### config.mk
export PLATFORM = sky130hd
export DESIGN_NAME = nmea_rmc_extractor
export DESIGN_NICKNAME = d
export VERILOG_FILES = /design/src/rtl/nmea_pkg.sv /design/src/rtl/nmea_field_buf.sv /design/src/rtl/nmea_rmc_extractor.sv
export SDC_FILE = /design/constraint.sdc
export NUM_CORES = 2
export LEC_CHECK = 0
export ABC_AREA = 1
export BUFFER_PORTS_ARGS = -buffer_cell sky130_fd_sc_hd__buf_4
export CAP_MARGIN = 5
export CORE_MARGIN = 5
export CORE_UTILIZATION = 50
export DETAILED_ROUTE_END_ITERATION = 6
export HOLD_SLACK_MARGIN = 0.06
export PLACE_DENSITY = 0.68
export SYNTH_ARGS = -nofsm -noshare
export SYNTH_HDL_FRONTEND = slang
export SYNTH_SLANG_ARGS = --single-unit
### constraint.sdc
create_clock -name clk -period 5.72 [get_ports clk]
set_input_delay 0.286 -clock clk [delete_from_list [all_inputs] [get_ports clk]]
set_output_delay 0.286 -clock clk [all_outputs]
set_load 0.1 [all_outputs]
### src/rtl/nmea_pkg.sv
// Shared constants for the NMEA RMC extractor: character codes, field map,
// error causes and FSM encoding.
package nmea_pkg;

  localparam logic [7:0] DOLLAR = 8'h24;
  localparam logic [7:0] COMMA  = 8'h2C;
  localparam logic [7:0] STAR   = 8'h2A;
  localparam logic [7:0] CR     = 8'h0D;
  localparam logic [7:0] LF     = 8'h0A;

  localparam logic [3:0] F_TIME   = 4'd1;
  localparam logic [3:0] F_STATUS = 4'd2;
  localparam logic [3:0] F_LAT    = 4'd3;
  localparam logic [3:0] F_NS     = 4'd4;
  localparam logic [3:0] F_LON    = 4'd5;
  localparam logic [3:0] F_EW     = 4'd6;

  typedef enum logic [2:0] {
    ERR_NONE     = 3'd0,
    ERR_CKSUM    = 3'd1,
    ERR_OVERFLOW = 3'd2,
    ERR_HEX      = 3'd3,
    ERR_EOL      = 3'd4
  } err_code_t;

  localparam logic [2:0] S_IDLE   = 3'd0;
  localparam logic [2:0] S_TAG    = 3'd1;
  localparam logic [2:0] S_FIELDS = 3'd2;
  localparam logic [2:0] S_SKIP   = 3'd3;
  localparam logic [2:0] S_CK_HI  = 3'd4;
  localparam logic [2:0] S_CK_LO  = 3'd5;

  // Returns {valid, nibble}; accepts 0-9, A-F and a-f.
  function automatic logic [4:0] hex_digit(input logic [7:0] c);
    if (c >= 8'h30 && c <= 8'h39)
      return {1'b1, c[3:0]};
    else if ((c >= 8'h41 && c <= 8'h46) || (c >= 8'h61 && c <= 8'h66))
      return {1'b1, c[3:0] + 4'd9};
    else
      return 5'd0;
  endfunction

endpackage

### src/rtl/nmea_field_buf.sv
// Append-only byte buffer for one text field; bytes past MAX_LEN are
// dropped and latch the overflow flag until the next clear.
module nmea_field_buf #(
  parameter int MAX_LEN = 16
) (
  input  logic                 clk,
  input  logic                 rst,
  input  logic                 clr,
  input  logic                 wr,
  input  logic [7:0]           din,
  output logic [8*MAX_LEN-1:0] vec,
  output logic [7:0]           len,
  output logic                 ovf
);

  always_ff @(posedge clk) begin
    if (rst || clr) begin
      vec <= '0;
      len <= 8'd0;
      ovf <= 1'b0;
    end else if (wr) begin
      if (len < 8'(MAX_LEN)) begin
        for (int k = 0; k < MAX_LEN; k++)
          if (len == 8'(k)) vec[8*k +: 8] <= din;
        len <= len + 8'd1;
      end else begin
        ovf <= 1'b1;
      end
    end
  end

endmodule

### src/rtl/nmea_rmc_extractor.sv
// RMC sentence parser: captures time/status/lat/lon into shadow buffers and
// commits them atomically once the sentence is complete and valid.
module nmea_rmc_extractor
  import nmea_pkg::*;
#(
  parameter int MAX_LEN       = 16,
  parameter bit REQUIRE_CKSUM = 1'b1,
  parameter bit ANY_TALKER    = 1'b1
) (
  input  logic                 clk,
  input  logic                 rst,
  input  logic [7:0]           in_char,
  input  logic                 in_valid,
  output logic [8*MAX_LEN-1:0] time_vec,
  output logic [7:0]           time_len,
  output logic [8*MAX_LEN-1:0] lat_vec,
  output logic [7:0]           lat_len,
  output logic [8*MAX_LEN-1:0] lon_vec,
  output logic [7:0]           lon_len,
  output logic                 sign_lat,
  output logic                 sign_lon,
  output logic                 fix_active,
  output logic                 frame_done,
  output logic                 frame_err,
  output logic [2:0]           err_code
);

  logic [2:0] state;
  logic [2:0] tag_cnt;
  logic [3:0] field_idx;
  logic       field_started;
  logic [7:0] csum;
  logic [3:0] ck_hi;
  logic       ck_hi_ok;
  logic       sh_fix, sh_slat, sh_slon;

  logic                 is_dollar, data_byte, tag_char_ok, any_ovf;
  logic                 do_commit;
  logic [4:0]           hex_in;
  err_code_t            rej_code;
  logic [8*MAX_LEN-1:0] t_vec, la_vec, lo_vec;
  logic [7:0]           t_len, la_len, lo_len;
  logic                 t_ovf, la_ovf, lo_ovf;

  assign is_dollar = in_valid && in_char == DOLLAR;
  assign data_byte = in_valid && state == S_FIELDS && in_char != DOLLAR &&
                     in_char != COMMA && in_char != STAR &&
                     in_char != CR && in_char != LF;
  assign hex_in    = hex_digit(in_char);
  assign any_ovf   = t_ovf || la_ovf || lo_ovf;

  nmea_field_buf #(.MAX_LEN(MAX_LEN)) u_time (
    .clk(clk), .rst(rst), .clr(is_dollar),
    .wr(data_byte && field_idx == F_TIME), .din(in_char),
    .vec(t_vec), .len(t_len), .ovf(t_ovf));

  nmea_field_buf #(.MAX_LEN(MAX_LEN)) u_lat (
    .clk(clk), .rst(rst), .clr(is_dollar),
    .wr(data_byte && field_idx == F_LAT), .din(in_char),
    .vec(la_vec), .len(la_len), .ovf(la_ovf));

  nmea_field_buf #(.MAX_LEN(MAX_LEN)) u_lon (
    .clk(clk), .rst(rst), .clr(is_dollar),
    .wr(data_byte && field_idx == F_LON), .din(in_char),
    .vec(lo_vec), .len(lo_len), .ovf(lo_ovf));

  always_comb begin
    tag_char_ok = 1'b0;
    case (tag_cnt)
      3'd0: tag_char_ok = ANY_TALKER || in_char == "G";
      3'd1: tag_char_ok = ANY_TALKER || in_char == "P";
      3'd2: tag_char_ok = in_char == "R";
      3'd3: tag_char_ok = in_char == "M";
      3'd4: tag_char_ok = in_char == "C";
      default: tag_char_ok = 1'b0;
    endcase
  end

  // End-of-sentence verdict; a '$' always wins and restarts silently.
  always_comb begin
    do_commit = 1'b0;
    rej_code  = ERR_NONE;
    if (in_valid && !is_dollar) begin
      if (state == S_CK_LO) begin
        if (!ck_hi_ok || !hex_in[4])            rej_code = ERR_HEX;
        else if ({ck_hi, hex_in[3:0]} != csum)  rej_code = ERR_CKSUM;
        else if (any_ovf)                       rej_code = ERR_OVERFLOW;
        else                                    do_commit = 1'b1;
      end else if (state == S_FIELDS &&
                   (in_char == STAR || in_char == CR || in_char == LF)) begin
        if (!REQUIRE_CKSUM) begin
          if (any_ovf) rej_code = ERR_OVERFLOW;
          else         do_commit = 1'b1;
        end else if (in_char != STAR) begin
          rej_code = ERR_EOL;
        end
      end
    end
  end

  always_ff @(posedge clk) begin
    frame_done <= 1'b0;
    frame_err  <= 1'b0;
    if (rst) begin
      state <= S_IDLE;
      tag_cnt <= 3'd0;
      field_idx <= 4'd0;
      field_started <= 1'b0;
      csum <= 8'd0;
      ck_hi <= 4'd0;
      ck_hi_ok <= 1'b0;
      sh_fix <= 1'b0;
      sh_slat <= 1'b0;
      sh_slon <= 1'b0;
      time_vec <= '0;
      time_len <= 8'd0;
      lat_vec <= '0;
      lat_len <= 8'd0;
      lon_vec <= '0;
      lon_len <= 8'd0;
      sign_lat <= 1'b0;
      sign_lon <= 1'b0;
      fix_active <= 1'b0;
      err_code <= 3'd0;
    end else begin
      if (do_commit) begin
        time_vec <= t_vec;
        time_len <= t_len;
        lat_vec <= la_vec;
        lat_len <= la_len;
        lon_vec <= lo_vec;
        lon_len <= lo_len;
        sign_lat <= sh_slat;
        sign_lon <= sh_slon;
        fix_active <= sh_fix;
        frame_done <= 1'b1;
      end
      if (rej_code != ERR_NONE) begin
        frame_err <= 1'b1;
        err_code <= rej_code;
      end
      if (in_valid) begin
        if (in_char == DOLLAR) begin
          state <= S_TAG;
          tag_cnt <= 3'd0;
          csum <= 8'd0;
          sh_fix <= 1'b0;
          sh_slat <= 1'b0;
          sh_slon <= 1'b0;
        end else begin
          case (state)
            S_TAG: begin
              csum <= csum ^ in_char;
              if (in_char == COMMA) begin
                state <= (tag_cnt == 3'd5) ? S_FIELDS : S_SKIP;
                field_idx <= F_TIME;
                field_started <= 1'b0;
              end else if (tag_cnt == 3'd5 || !tag_char_ok) begin
                state <= S_SKIP;
              end else begin
                tag_cnt <= tag_cnt + 3'd1;
              end
            end
            S_FIELDS: begin
              if (in_char == STAR) begin
                state <= REQUIRE_CKSUM ? S_CK_HI : S_IDLE;
              end else if (in_char == CR || in_char == LF) begin
                state <= S_IDLE;
              end else begin
                csum <= csum ^ in_char;
                if (in_char == COMMA) begin
                  if (field_idx != 4'hF) field_idx <= field_idx + 4'd1;
                  field_started <= 1'b0;
                end else begin
                  field_started <= 1'b1;
                  // Only the first byte of a flag field is significant.
                  if (!field_started) begin
                    case (field_idx)
                      F_STATUS: sh_fix  <= in_char == "A";
                      F_NS:     sh_slat <= in_char == "S";
                      F_EW:     sh_slon <= in_char == "W";
                      default: ;
                    endcase
                  end
                end
              end
            end
            S_CK_HI: begin
              ck_hi <= hex_in[3:0];
              ck_hi_ok <= hex_in[4];
              state <= S_CK_LO;
            end
            S_CK_LO: state <= S_IDLE;
            default: ;
          endcase
        end
      end
    end
  end

endmodule

==> run metrics <==
worst-case vdd ir drop=0.000257 V; number of CTS-inserted buffers=87; count of distinct cell types in the synthesized netlist=37; antenna violations before repair=0; setup slack after placement=~1.7 ns; Pre-Repair DR Iteration Count=5; Final Hold Fails=0; level count of the clock H-tree=3; most numerous cell in the Yosys netlist=sky130_fd_sc_hd__nor2_1; # diodes=0; share of post-route cells with drive strength above 1=14.5%; cell-by-cell listing of the critical path=dlygate4sd3_1, buf_4, buf_4, nor2_1, nand3_1, nand2_2, nand3_4, nand2_1, nand2_1, nand2_1, nor2_2, nand3_2, nor3_4, buf_12, o21ai_0, nor2_1; fmax=278 MHz; count of nets after finishing=between 4k and 5k; RSZ-0062 raised after global routing=false; number of buffers added to fix hold violations after cts=2; Max transition margin=34.4%; number of top-level pins=427; number of max-slew violations in the final report=0; die area=0.0688 mm²; storage element area=0.0171 mm²; Worst Slack Setup Final=between 2 and 2.5 ns; wire length per cell=17.4 µm; post-synthesis to final-layout area growth=19.1%; type of destination of the critical path=register; Via Count=roughly 26k; pin count of the biggest net entering global routing=175; arrival time at the worst endpoint=4.14 ns; share of the cycle needed by the critical path after routing=approximately 63%; Worst-Skew Late Latency=about 0.62 ns; leading cell types by count after synthesis=1279 x sky130_fd_sc_hd__nor2_1, 854 x sky130_fd_sc_hd__dfxtp_1, 453 x sky130_fd_sc_hd__inv_1, 392 x sky130_fd_sc_hd__a211oi_1, 304 x sky130_fd_sc_hd__o21ai_0; DRC violations left=0; top-area cell type share of the netlist area=53.7%; number of violations of the max-capacitance limit=0; Total Wirelength=between 80000 and 90000 µm; Finished Layout Cells=around 5.2k; ANT nets after route=0; synthesized net count=4013; starting utilization of the core area=50.5%; sequential share of the synthesized area=53.7%; share of flip-flops with an asynchronous set or reset after synthesis=0%; top_reg_cell synth=sky130_fd_sc_hd__dfxtp_1; flop and latch count out of synthesis=854; critical path required time=about 6.3 ns; count of input and output buffers=426; chip height=~260 µm; worst clock skew=0.0274 ns; Cells after DPL=about 5.0k; status=complete, no violations; Worst Hold Depth=3; clock tree from TritonCTS=yes; number of failing setup endpoints in the final timing report=0; cell repeated most along the worst path=sky130_fd_sc_hd__nand2_1; HPWL reported at the end of detailed placement=53700 µm; Synthesis Warnings=0; worst hold path class=in -> reg; area of placed instances=0.0349 mm²; number of buffers on the longest clock path=3; fill count=5708; Setup TNS Final=0 ns; most area-hungry cell type in the Yosys netlist=sky130_fd_sc_hd__dfxtp_1; clock slew at reported path FFs=0.06 ns; number of gates resized after CTS=0; Critical-path top delay cell=sky130_fd_sc_hd__buf_4; worst stage delay on the critical path=0.62 ns; Row Count=between 90 and 100; number of violations reported at the end of detailed-routing iteration 0=approximately 2.3k; total routing usage reported by global routing=25.0%; Overall Power=12.2 mW; CTS Root Buffer Type=sky130_fd_sc_hd__clkbuf_16; Crit Path Category=in -> reg; largest fanout of any net on the critical path=174; global placer's final weighted congestion=0.837; first-pass GRT wire length=between 100000 and 150000 µm; area taken by multi-input logic gates=around 0.012 mm²; pin slew with the least headroom to its limit=0.983 ns; element type at the critical path start=input port; time the worst path needs with I/O delays and setup=3.60 ns; number of global-route vias before repair=24.8k; routed via count divided by cell count=5.08; cell types occupying the most area after synthesis=sky130_fd_sc_hd__dfxtp_1 54%, sky130_fd_sc_hd__nor2_1 15%, sky130_fd_sc_hd__a211oi_1 9.2%; number of sinks on the clock net=854; synthesized netlist cell count=3977; post-synth design cell area=0.0318 mm²; pwr dens=323 mW/mm²; core outline area=0.0631 mm²; remaining global-route overflow=0; R2R cell count=10; cell leakage power=between 15 and 20 nW; final design area excluding fillers=0.0379 mm²; mean post-synth cell area=8.01 µm²; Die Span X=roughly 260 µm; buffer count from post-CTS setup fixing=0; number of synthesized flops with an enable pin=0
## cell families (layout without fill, tap and decap cells)
logic type | Yosys count | count (layout) | share of synthesized area, %
buffers and inverters | 736 | 1070 | 10.1
adders and majority gates | 25 | 25 | 0.982
DFF | 854 | 854 | 53.7
AOI/OAI and AO/OA | 876 | 876 | 16.9
xor gates and xnor gates | 6 | 6 | 0.165
and+or+nand+nor | 1480 | 1480 | 18.2
## metal layers
metal / global-route usage [%] / share of wire, %
met2: 40.7 / 46
met3: 4.45 / 5.3
met5: 0 / 0
met4: 6.49 / 2.1
met1: 34.6 / 46
## through the flow
stage               utilization [%]  hold WS [ns]
floorplan                         -         0.364
global placement               55.4         0.431
detailed placement             55.4         0.441
CTS                            60.1        0.0880
global route                   60.1         0.124
finish                         60.1         0.135
## critical path: cells and delay by family
kind            cells  cell delay, ns
buf+inv             4            1.90
simple gates       11            1.38
compound gates      1            0.21
## flip-flops by register name (all words and copies together) (netlist names), 3 cells and up
name        cells
lat_vec       128
lon_vec       128
time_vec      128
u_lat.vec     128
u_lon.vec     128
u_time.vec    128
csum            8
lat_len         8
lon_len         8
time_len        8
u_lat.len       8
u_lon.len       8
u_time.len      8
ck_hi           4
field_idx       4
err_code        3
state           3
tag_cnt         3
## report_power, final
part           total (mW)  leakage, nW  switching [mW]  internal [mW]
sequential           6.01         6.88          0.0300           5.98
combinational       0.413         8.50           0.316         0.0963
clock                5.82         1.47            2.34           3.48
total                12.2         16.8            2.69           9.56
## path summary, 6_finish.rpt
kind                            endpoint                       from  slack (ns)
max             time_vec[7]$_SDFFE_PP0P_                 in_char[7]        2.12
min                state[1]$_SDFFE_PP0P_                   in_valid        0.14
max reg2reg  u_time.vec[82]$_SDFFE_PP0P_      state[1]$_SDFFE_PP0P_        2.67
min reg2reg    u_lat.len[5]$_SDFFE_PP0P_  u_lat.len[5]$_SDFFE_PP0P_        0.45
## cell type report
class                   count  share of cell area [%]
clock buffers             137                    7.26
clock inverters            21                   0.601
inverters                 459                    4.56
multi-input cells        2387                    30.5
flip-flops and latches    854                    45.1
well taps                 846                    2.79
repair buffers            453                    9.25
## placed cells by master (no fill, tap or decap), drive strengths merged, types with 2 or more instances in the layout
| master | Yosys | layout |
|---|---|---|
| bufinv | 0 | 4 |
| o21ai | 442 | 442 |
| a21oi | 36 | 36 |
| a31oi | 2 | 2 |
| nand4 | 6 | 6 |
| nor2 | 1292 | 1292 |
| nand2 | 118 | 118 |
| clkinv | 0 | 13 |
| o21bai | 2 | 2 |
| nor4 | 6 | 6 |
| dlygate4sd3 | 0 | 2 |
| a211oi | 392 | 392 |
| buf | 123 | 451 |
| and3b | 2 | 2 |
| inv | 459 | 460 |
| dfxtp | 854 | 854 |
| ha | 25 | 25 |
| o211ai | 2 | 2 |
| nor3b | 8 | 8 |
| or2 | 2 | 2 |
| nor3 | 18 | 18 |
| nand3 | 27 | 27 |
| clkinvlp | 0 | 3 |
| clkbuf | 154 | 137 |
| xor2 | 6 | 6 |
No activity file was read; power rests on OpenSTA's default activity.
